==> src/rtl/axi_read_master_if.sv <==
// Bus bundle for axi_read_master: command intake, AXI AR/R channels and the
// consumer-side beat stream.
//   master modport: the read master (drives cmd_ready, AR*, RREADY, rd_*, done*)
//   slave modport : the environment (drives cmd_*, ARREADY, R*, rd_ready)
interface axi_read_master_if #(
  parameter int unsigned DATA_WIDTH = 32,
  parameter int unsigned ADDR_WIDTH = 16
);
  logic                  cmd_valid;
  logic                  cmd_ready;
  logic [ADDR_WIDTH-1:0] cmd_addr;
  logic [7:0]            cmd_len;
  logic [2:0]            cmd_size;

  logic [ADDR_WIDTH-1:0] ARADDR;
  logic [7:0]            ARLEN;
  logic [2:0]            ARSIZE;
  logic                  ARVALID;
  logic                  ARREADY;

  logic [DATA_WIDTH-1:0] RDATA;
  logic [1:0]            RRESP;
  logic                  RLAST;
  logic                  RVALID;
  logic                  RREADY;

  logic [DATA_WIDTH-1:0] rd_data;
  logic                  rd_valid;
  logic                  rd_ready;
  logic                  rd_last;
  logic                  done;
  logic [1:0]            done_resp;

  modport master (
    input  cmd_valid, cmd_addr, cmd_len, cmd_size,
    output cmd_ready,
    output ARADDR, ARLEN, ARSIZE, ARVALID,
    input  ARREADY,
    input  RDATA, RRESP, RLAST, RVALID,
    output RREADY,
    output rd_data, rd_valid, rd_last, done, done_resp,
    input  rd_ready
  );

  modport slave (
    output cmd_valid, cmd_addr, cmd_len, cmd_size,
    input  cmd_ready,
    input  ARADDR, ARLEN, ARSIZE, ARVALID,
    output ARREADY,
    output RDATA, RRESP, RLAST, RVALID,
    input  RREADY,
    input  rd_data, rd_valid, rd_last, done, done_resp,
    output rd_ready
  );
endinterface

==> src/rtl/axi_read_master.sv <==
// Single-burst AXI read master. Accepts one command, checks it for an
// oversized beat or a 4KB crossing, issues one AR, streams R beats straight
// through to the consumer, and reports the worst response with a done pulse.
// Ports:
//   ACLK   - clock, rising edge
//   ARESET - asynchronous active-high reset
//   bus    - axi_read_master_if.master (command, AR, R, consumer stream, done)
module axi_read_master #(
  parameter int unsigned DATA_WIDTH = 32,
  parameter int unsigned ADDR_WIDTH = 16
) (
  input  logic              ACLK,
  input  logic              ARESET,
  axi_read_master_if.master bus
);

  localparam int unsigned MAX_SIZE = $clog2(DATA_WIDTH / 8);
  localparam int unsigned OFF_W    = 17;  // holds 4095 + (256 << 7)
  localparam int unsigned PAGE     = 4096;

  typedef enum logic [1:0] {IDLE, RADDR, RDATA, DONE} state_t;

  state_t                state_q, state_d;
  logic                  cmd_ready_q;
  logic                  arvalid_q;
  logic [ADDR_WIDTH-1:0] araddr_q;
  logic [7:0]            arlen_q;
  logic [2:0]            arsize_q;
  logic [7:0]            beat_q;
  logic                  done_q;
  logic [1:0]            resp_q, resp_d;

  logic                  cmd_fire;
  logic                  cmd_legal;
  logic                  beat_fire;
  logic                  beat_last;
  logic [OFF_W-1:0]      span;
  logic [OFF_W-1:0]      end_off;

  // Command legality: beat no wider than the bus, burst stays inside its 4KB page
  assign span      = (OFF_W'(bus.cmd_len) + OFF_W'(1)) << bus.cmd_size;
  assign end_off   = OFF_W'(bus.cmd_addr[11:0]) + span;
  assign cmd_legal = (bus.cmd_size <= 3'(MAX_SIZE)) && (end_off <= OFF_W'(PAGE));

  assign cmd_fire  = bus.cmd_valid && cmd_ready_q;
  assign beat_fire = (state_q == RDATA) && bus.RVALID && bus.rd_ready;
  assign beat_last = (beat_q == arlen_q);

  // Zero-latency pass-through of the R channel, live only in RDATA
  assign bus.RREADY   = (state_q == RDATA) && bus.rd_ready;
  assign bus.rd_valid = (state_q == RDATA) && bus.RVALID;
  assign bus.rd_data  = bus.RDATA;
  assign bus.rd_last  = bus.rd_valid && beat_last;

  assign bus.cmd_ready = cmd_ready_q;
  assign bus.ARVALID   = arvalid_q;
  assign bus.ARADDR    = araddr_q;
  assign bus.ARLEN     = arlen_q;
  assign bus.ARSIZE    = arsize_q;
  assign bus.done      = done_q;
  assign bus.done_resp = resp_q;

  // Next state and next worst-case response
  always_comb begin
    state_d = state_q;
    resp_d  = resp_q;
    case (state_q)
      IDLE: begin
        if (cmd_fire) begin
          state_d = cmd_legal ? RADDR : DONE;
          resp_d  = cmd_legal ? 2'b00 : 2'b10;
        end
      end
      RADDR: begin
        if (arvalid_q && bus.ARREADY) state_d = RDATA;
      end
      RDATA: begin
        if (beat_fire) begin
          if (bus.RRESP > resp_d) resp_d = bus.RRESP;
          // Slave framing disagreeing with our own count is a slave error
          if ((bus.RLAST != beat_last) && (resp_d < 2'b10)) resp_d = 2'b10;
          if (beat_last) state_d = DONE;
        end
      end
      DONE: begin
        state_d = IDLE;
      end
      default: begin
        state_d = IDLE;
      end
    endcase
  end

  // State and registered outputs, decoded from the next state
  always_ff @(posedge ACLK or posedge ARESET) begin
    if (ARESET) begin
      state_q     <= IDLE;
      cmd_ready_q <= 1'b0;
      arvalid_q   <= 1'b0;
      araddr_q    <= '0;
      arlen_q     <= '0;
      arsize_q    <= '0;
      beat_q      <= '0;
      done_q      <= 1'b0;
      resp_q      <= '0;
    end else begin
      state_q     <= state_d;
      cmd_ready_q <= (state_d == IDLE);
      arvalid_q   <= (state_d == RADDR);
      done_q      <= (state_d == DONE);
      resp_q      <= resp_d;
      if (cmd_fire) begin
        araddr_q <= bus.cmd_addr;
        arlen_q  <= bus.cmd_len;
        arsize_q <= bus.cmd_size;
        beat_q   <= '0;
      end else if (beat_fire) begin
        beat_q <= beat_q + 8'd1;
      end
    end
  end

endmodule
==> src/flat_wrapper.sv <==
// flat-port wrapper written by rule: the top's interface ports become plain ports
module axi_read_master_flat 
#(
  parameter int unsigned DATA_WIDTH = 32,
  parameter int unsigned ADDR_WIDTH = 16
)
  (ACLK, ARESET, bus_cmd_valid, bus_cmd_addr, bus_cmd_len, bus_cmd_size, bus_cmd_ready, bus_ARADDR, bus_ARLEN, bus_ARSIZE, bus_ARVALID, bus_ARREADY, bus_RDATA, bus_RRESP, bus_RLAST, bus_RVALID, bus_RREADY, bus_rd_data, bus_rd_valid, bus_rd_last, bus_done, bus_done_resp, bus_rd_ready);
  axi_read_master_if #(.DATA_WIDTH(DATA_WIDTH), .ADDR_WIDTH(ADDR_WIDTH)) bus_i ();
  input  logic ACLK;
  input  logic ARESET;
  input wire logic [$bits(bus_i.cmd_valid)-1:0] bus_cmd_valid;
  input wire logic [$bits(bus_i.cmd_addr)-1:0] bus_cmd_addr;
  input wire logic [$bits(bus_i.cmd_len)-1:0] bus_cmd_len;
  input wire logic [$bits(bus_i.cmd_size)-1:0] bus_cmd_size;
  output wire logic [$bits(bus_i.cmd_ready)-1:0] bus_cmd_ready;
  output wire logic [$bits(bus_i.ARADDR)-1:0] bus_ARADDR;
  output wire logic [$bits(bus_i.ARLEN)-1:0] bus_ARLEN;
  output wire logic [$bits(bus_i.ARSIZE)-1:0] bus_ARSIZE;
  output wire logic [$bits(bus_i.ARVALID)-1:0] bus_ARVALID;
  input wire logic [$bits(bus_i.ARREADY)-1:0] bus_ARREADY;
  input wire logic [$bits(bus_i.RDATA)-1:0] bus_RDATA;
  input wire logic [$bits(bus_i.RRESP)-1:0] bus_RRESP;
  input wire logic [$bits(bus_i.RLAST)-1:0] bus_RLAST;
  input wire logic [$bits(bus_i.RVALID)-1:0] bus_RVALID;
  output wire logic [$bits(bus_i.RREADY)-1:0] bus_RREADY;
  output wire logic [$bits(bus_i.rd_data)-1:0] bus_rd_data;
  output wire logic [$bits(bus_i.rd_valid)-1:0] bus_rd_valid;
  output wire logic [$bits(bus_i.rd_last)-1:0] bus_rd_last;
  output wire logic [$bits(bus_i.done)-1:0] bus_done;
  output wire logic [$bits(bus_i.done_resp)-1:0] bus_done_resp;
  input wire logic [$bits(bus_i.rd_ready)-1:0] bus_rd_ready;
  assign bus_i.cmd_valid = bus_cmd_valid;
  assign bus_i.cmd_addr = bus_cmd_addr;
  assign bus_i.cmd_len = bus_cmd_len;
  assign bus_i.cmd_size = bus_cmd_size;
  assign bus_cmd_ready = bus_i.cmd_ready;
  assign bus_ARADDR = bus_i.ARADDR;
  assign bus_ARLEN = bus_i.ARLEN;
  assign bus_ARSIZE = bus_i.ARSIZE;
  assign bus_ARVALID = bus_i.ARVALID;
  assign bus_i.ARREADY = bus_ARREADY;
  assign bus_i.RDATA = bus_RDATA;
  assign bus_i.RRESP = bus_RRESP;
  assign bus_i.RLAST = bus_RLAST;
  assign bus_i.RVALID = bus_RVALID;
  assign bus_RREADY = bus_i.RREADY;
  assign bus_rd_data = bus_i.rd_data;
  assign bus_rd_valid = bus_i.rd_valid;
  assign bus_rd_last = bus_i.rd_last;
  assign bus_done = bus_i.done;
  assign bus_done_resp = bus_i.done_resp;
  assign bus_i.rd_ready = bus_rd_ready;
  axi_read_master #(.DATA_WIDTH(DATA_WIDTH), .ADDR_WIDTH(ADDR_WIDTH)) u_core (.ACLK(ACLK), .ARESET(ARESET), .bus(bus_i));
endmodule
==> config.mk <==
export PLATFORM = sky130hd
export DESIGN_NAME = axi_read_master_flat
export DESIGN_NICKNAME = d
export VERILOG_FILES = /design/src/rtl/axi_read_master_if.sv /design/src/rtl/axi_read_master.sv /design/src/flat_wrapper.sv
export SDC_FILE = /design/constraint.sdc
export NUM_CORES = 1
export LEC_CHECK = 0
export BUFFER_PORTS_ARGS = -buffer_cell sky130_fd_sc_hd__buf_2
export CAP_MARGIN = 0
export CORE_MARGIN = 2
export CORE_UTILIZATION = 45
export CTS_CLUSTER_DIAMETER = 40
export DETAILED_ROUTE_END_ITERATION = 16
export PLACE_DENSITY_LB_ADDON = 0.2
export SETUP_SLACK_MARGIN = 0.3
export SYNTH_ARGS = -nofsm -noshare
export SYNTH_HDL_FRONTEND = slang
export SYNTH_SLANG_ARGS = --single-unit
==> constraint.sdc <==
create_clock -name ACLK -period 1.77 [get_ports ACLK]
set_clock_uncertainty 0.2 [all_clocks]
set_input_delay 0.354 -clock ACLK [delete_from_list [all_inputs] [get_ports ACLK]]
set_output_delay 0.354 -clock ACLK [all_outputs]
set_load 0.02 [all_outputs]
Yosys cells after proc, flatten, opt, wreduce, memory -nomap -nowiden
Cells that the tools add are included.
{"block": "totals", "regBits": 42, "in_bits": 68, "output_inout_bits": 67}
{"block": "classes", "addsub": 3, "order_cmp": 4, "n_eq_ne": 9, "n_shift": 1, "n_mux": 16, "n_reduce_logical": 13}
{"operator": "two-way mux 2 bit", "n": 12}
{"operator": "adder 12 x 17 -> 17 bit", "n": 1}
{"operator": "less-or-equal comparator 17 x 13 -> 1 bit, second input constant", "n": 1}
{"operator": "<< shifter 17 x 3 -> 17 bit", "n": 1}
{"operator": "two-way mux 8 bit", "n": 2}
{"operator": "adder 8 x 1 -> 9 bit, second input constant", "n": 1}
{"operator": "adder 8 x 1 -> 8 bit, second input constant", "n": 1}
{"operator": "equality test 8 bit", "n": 1}
{"operator": "logical AND 1 bit", "n": 8}
{"operator": "one-hot mux 2 bit (4 select lines)", "n": 1}
{"operator": "equality test 2 bit, second input constant", "n": 3}
{"operator": "equality test 2 x 1 -> 1 bit, second input constant", "n": 2}
{"operator": "logical NOT 2 bit", "n": 2}
{"operator": "inequality test 2 x 1 -> 1 bit, second input constant", "n": 2}
{"operator": "one-hot mux 2 bit (2 select lines)", "n": 1}
{"operator": "nonzero test 2 bit", "n": 2}
{"operator": "less-or-equal comparator 3 x 2 -> 1 bit, second input constant", "n": 1}
{"operator": "AND reduction 3 bit", "n": 1}
{"operator": "> comparator 2 bit", "n": 1}
{"operator": "< comparator 2 bit, second input constant", "n": 1}
{"operator": "inequality test 1 bit", "n": 1}

Longest topological paths before layout
{"block": "logic_depth", "word_depth": 10, "ltp_mapped": 17}

Worst setup path after synthesis
Ideal clock, no wire load.
{"block": "synth_timing", "kind": "in2reg", "from": "in bus_cmd_size[2]", "to": "reg u_core.resp_q[1] (netlist: u_core.bus.done_resp[1])", "setup_ps": 126, "arrival_ps": 3467, "slack_ps": -2023, "path_stages": 12, "n_path_buf": 2, "cell_sequence": "clkbuf_1 -> clkbuf_1 -> nor4_1 -> ha_1 -> fa_1 -> a21oi_1 -> or4bb_1 -> a21o_1 -> a2111o_1 -> a2111oi_4 -> a21oi_2 -> a221o_1"}
{"block": "synth_via", "elab_chain_cells": 7, "word_cells_on_any_way": 8, "cone_classes": "1 x add/sub; 2 x order compare; 1 x shift; 3 x mux; 1 x reduce/logical"}
{"item": "start: declaration", "line_no": "flat_wrapper.sv:14", "text": "input wire logic [$bits(bus_i.cmd_size)-1:0] bus_cmd_size;"}
{"item": "<< shifter 17 x 3 -> 17 bit", "line_no": "axi_read_master.sv:41", "text": "assign span = (OFF_W'(bus.cmd_len) + OFF_W'(1)) << bus.cmd_size;"}
{"item": "adder 12 x 17 -> 17 bit", "line_no": "axi_read_master.sv:42", "text": "assign end_off = OFF_W'(bus.cmd_addr[11:0]) + span;"}
{"item": "less-or-equal comparator 17 x 13 -> 1 bit", "line_no": "axi_read_master.sv:43", "text": "assign cmd_legal = (bus.cmd_size <= 3'(MAX_SIZE)) && (end_off <= OFF_W'(PAGE));"}
{"item": "logical AND 1 bit *", "line_no": "axi_read_master.sv:43"}
{"item": "two-way mux 2 bit *", "line_no": "axi_read_master.sv:71", "text": "resp_d = cmd_legal ? 2'b00 : 2'b10;"}
{"item": "two-way mux 2 bit *", "line_no": "axi_read_master.sv:69", "text": "if (cmd_fire) begin"}
{"item": "one-hot mux 2 bit (2 select lines) *", "line_no": "axi_read_master.sv:67", "text": "case (state_q)"}
{"item": "end signal: assignment", "line_no": "axi_read_master.sv:111", "text": "resp_q <= resp_d;"}
{"item": "end: declaration", "line_no": "axi_read_master.sv:31", "text": "logic [1:0] resp_q, resp_d;"}
Mark *: on every way between the ends. The rest lies on a longest branch, timed or not. The select of a mux whose other input is x is not followed.
A chain may end at the register's enable or synchronous reset.

Worst setup path after layout
{"block": "layout_timing", "from": "in bus_cmd_len[0]", "to": "reg u_core.done_q (netlist: u_core.bus.done)"}
{"block": "layout_via", "elab_chain_cells": 9}
{"item": "start: declaration", "line_no": "flat_wrapper.sv:13", "text": "input wire logic [$bits(bus_i.cmd_len)-1:0] bus_cmd_len;"}
{"item": "adder 8 x 1 -> 9 bit", "line_no": "axi_read_master.sv:41"}
{"item": "<< shifter 17 x 3 -> 17 bit", "line_no": "axi_read_master.sv:41"}
{"item": "adder 12 x 17 -> 17 bit", "line_no": "axi_read_master.sv:42"}
{"item": "less-or-equal comparator 17 x 13 -> 1 bit", "line_no": "axi_read_master.sv:43"}
{"item": "logical AND 1 bit", "line_no": "axi_read_master.sv:43"}
{"item": "two-way mux 2 bit", "line_no": "axi_read_master.sv:70", "text": "state_d = cmd_legal ? RADDR : DONE;"}
{"item": "two-way mux 2 bit", "line_no": "axi_read_master.sv:69"}
{"item": "one-hot mux 2 bit (4 select lines)", "line_no": "axi_read_master.sv:67"}
{"item": "equality test 2 bit", "line_no": "axi_read_master.sv:110", "text": "done_q <= (state_d == DONE);"}
{"item": "end signal: assignment", "line_no": "axi_read_master.sv:110"}
{"item": "end: declaration", "line_no": "axi_read_master.sv:30", "text": "logic done_q;"}
Every way passes these cells.

==> run_results.csv <==
group,metric,value,unit
clock_network,h-tree-depth,2,
timing,max_slew_margin,0.7110,
timing,fmax,278.7,MHz
synthesis,synth_nets,508,
grt,grt_max_degree,34,
floorplan,die_area,8132,µm²
run,cap_violations,0,
setup_path,slowest_stage,"or4bb_1",
detailed_routing,drc,0,
synthesis,async_flop_share,1.000,
status,failed_checks,"setup timing",
grt,overflow,0,
power,power,5.625,mW
power,powerDensity,1158,nW/µm²
power,swShare,0.4188,
layout,nNetsFinal,640,
layout,n_antenna_cell,0,
grt,track_usage,0.2180,
status,run_status,"finished with violations",
synthesis,syn_avg_cell_area,7.919,µm²
timing,rsz0062_at_grt,"true",
setup_path,cp_cell_sequence,"buf_8, ha_4, xor2_2, nor2_1, a211oi_1, a31oi_1, nor2_1, ha_1, a21oi_2, or4bb_1, a21o_1, a2111o_1, a2111oi_4, buf_4, a31o_1, nor3b_1",
synthesis,ys_seq_elements,42,
clock_network,cts-buffers-inserted,5,
setup_path,required,1760,ps
power,worst_ir_drop_vdd,387.4,µV
synthesis,yosys_most_used_dff,"dfrtp_1",
floorplan,ios,135,
synthesis,ys_top_cells_by_area,"dfrtp_1 (31%), nand2_1 (11%), buf_4 (7.4%)",
floorplan,die_h,90.18,µm
power,clkPwrFrac,0.116,
clock_network,path_clk_slew,80,ps
placed_design,hpwl,6822,µm
placed_design,pre_cts_ws,-2190,ps
detailed_routing,vias,3349,
layout,area_growth,45.34,%
layout,n_fill_cell,599,
setup_path,cp.arrival,3580,ps
power,p_seq_frac,0.288,
grt,grt_pass1_wl,14610,µm
timing,setup_viol,7,
floorplan,start_util,0.4632,
clock_network,cts_buffer_depth,2,
worst_hold_path,worstHoldPathType,"in2reg",
setup_path,endpoint_kind,"flip-flop",
synthesis,synth_edf_count,0,
power,combPwrFrac,0.595,
synthesis,postSynthCellCount,422,
layout,regArea,1061,µm²
detailed_routing,viasPerCell,5.121,
clock_network,cts_sinks,42,
synthesis,netlist.area_leader.share,0.3145,
placed_design,place.port_buffers,70,
clock_network,clk_latency,300,ps
detailed_routing,wirelength,9368,µm
layout,multi_input_area,2185,µm²
setup_path,crit_top_cell,"nor2_1",
setup_path,slowest_delay,460,ps
setup_path,cp_max_fo,5,
timing,drv_slew,0,
setup_path,worstSetupPathType,"in2reg",
detailed_routing,drt_iter0_drc,141,
power,switching_power,2.356,mW
power,p_int,3.269,mW
clock_network,cts_tree,"yes",
synthesis,ys_seq_area_frac,0.3145,
floorplan,die_w,90.18,µm
synthesis,synth_area,3342,µm²
timing,post-route-worst-setup-slack,-1818,ps
layout,final_layout_size_suffix_gt1_frac,0.4450,
placed_design,place_congestion,0.9570,
detailed_routing,drt_pass1_iterations,4,
synthesis,ys.warnings.count,0,
grt,antenna_found_initial,0,
floorplan,design.core.area,7214,µm²
clock_network,cts-root-buf,"clkbuf_8",
timing,fin_crit_sh,2.027,
detailed_routing,antenna_left,0,
setup_path,cp-start-kind,"input port",
timing,worst_pin_slew,432.5,ps
floorplan,rows,31,
grt,grt_pass1_vias,3112,
timing,fin_crit,3588,ps
timing,hold_viol_final,0,
synthesis,synthDistinctLibCells,54,
synthesis,synth_top_area_cell,"dfrtp_1",
detailed_routing,wire_per_inst,14.32,µm
power,leakage,2.421,nW
-- logic make-up after synthesis --
family / after synthesis / share of synthesized area
and+or+nand+nor: 181 / 0.2385
AOI/OAI and AO/OA: 83 / 0.1756
muxes: 11 / 0.03407
DFF: 42 / 0.3145
adders and majority gates: 18 / 0.06964
buffers and inverters: 65 / 0.1101
xor gates and xnor gates: 22 / 0.05765
-- sequential cells by signal, indices dropped and copies added (netlist names) --
register	cells
u_core.bus.ARADDR	16
u_core.beat_q	8
u_core.bus.ARLEN	8
u_core.bus.ARSIZE	3
u_core.bus.done_resp	2
u_core.state_q	2
u_core.bus.ARVALID	1
u_core.bus.cmd_ready	1
u_core.bus.done	1
-- cells in the mapped netlist (4+ instances only) --
library cell and count:
xnor2_1 5, inv_1 12, ha_1 17, and3_1 4
a21oi_1 21, o22ai_1 4, and2_1 4, clkbuf_1 16
nand4_1 5, dfrtp_1 42, nand2b_1 5, a31oi_1 6
mux2i_1 8, a21o_1 4, a211oi_1 4, nor2_1 32
o211ai_1 7, buf_4 33, xor2_1 17, nand3_1 10
nand2_1 100, nor3_1 4, o21ai_0 8, nor4_1 4
o21a_1 6
-- cells in the final DEF, fill, tap and decap left out, types with 4 or more instances in the layout --
cell type	n
nand4_1	5
o21ai_0	7
o211ai_1	7
buf_6	28
nand2_2	4
dfrtp_1	34
nor2_1	28
a21o_1	4
buf_2	53
dfrtp_2	8
ha_1	13
a21oi_2	7
a21oi_1	15
inv_1	11
o22ai_1	4
mux2i_1	7
nand3_1	7
clkbuf_8	6
xor2_1	15
buf_4	90
o21a_1	6
a31oi_1	5
nand2_1	95
-- layer usage --
layer,global-route usage,wire [µm]
met1,0.2904,4189
met2,0.3709,4593
met3,0.02682,379
met4,0.06667,205
met5,0,0
-- through the flow --
step	hold WS [ps]	area, µm²	setup TNS [ps]	std cells	utilization
floorplan	145.3	3477	-6826	422	-
global placement	149.1	4273	-8418	626	0.5923
detailed placement	158.7	4273	-8713	626	0.5923
CTS	35.53	4608	-7339	641	0.6387
global route	48.42	4857	-8527	654	0.6733
finish	49.88	4857	-7920	654	0.6733
-- power groups by stage --
stage / sequential, mW / combinational, mW / clock, mW
final: 1.62 / 3.35 / 0.655
after global routing: 1.67 / 3.63 / 0.709
after CTS: 1.61 / 3.07 / 0.668
after detailed placement: 1.62 / 2.75 / 0
after global placement: 1.61 / 2.71 / 0
after floorplan: 2.04 / 1.31 / 0
-- critical path, delay by kind of cell --
kind / cells / cell delay (ps)
adders and majority gates: 2 / 520
buffers and inverters: 2 / 280
and+or+nand+nor: 4 / 690
xor gates and xnor gates: 1 / 150
AOI/OAI and AO/OA: 7 / 1570
-- worst paths after layout --
check / slack, ps / from / to / cells past startpoint
worst min-delay path: 50 / bus_cmd_addr[14] / u_core.bus.ARADDR[14]$_DFFE_PP0P_ / 3
worst max-delay path: -1820 / bus_cmd_len[0] / u_core.bus.done$_DFF_PP0_ / 16
min in group asynchronous: 380 / ARESET / u_core.beat_q[2]$_DFFE_PP0P_ / 3
worst min register to register: 280 / u_core.bus.ARADDR[2]$_DFFE_PP0P_ / u_core.bus.ARADDR[2]$_DFFE_PP0P_ / 2
max in group asynchronous: 530 / ARESET / u_core.state_q[0]$_DFF_PP0_ / 4
worst max register to register: -230 / u_core.beat_q[2]$_DFFE_PP0P_ / u_core.bus.done_resp[0]$_DFFE_PP0P_ / 8
-- what timing repair did --
| item | in CTS | in global routing |
|---|---|---|
| pin swaps | 4 | 15 |
| setup endpoints to repair | 25 | 33 |
| endpoints found under the hold margin | 14 | 0 |
| buffers inserted | 6 | 13 |
| cloned | 0 | 0 |
| hold buffers | 1 | 0 |
| resized for setup | 50 | 36 |
-- final cells by class --
cell class / instances / share of cell area
clock buffers: 7 / 0.01777
well taps: 99 / 0.02550
repair buffers: 177 / 0.2767
inverters: 13 / 0.01082
multi-input cells: 315 / 0.4498
flip-flops and latches: 42 / 0.2184
clock inverters: 1 / 0.001030
Power figures use the tool's default switching activity.
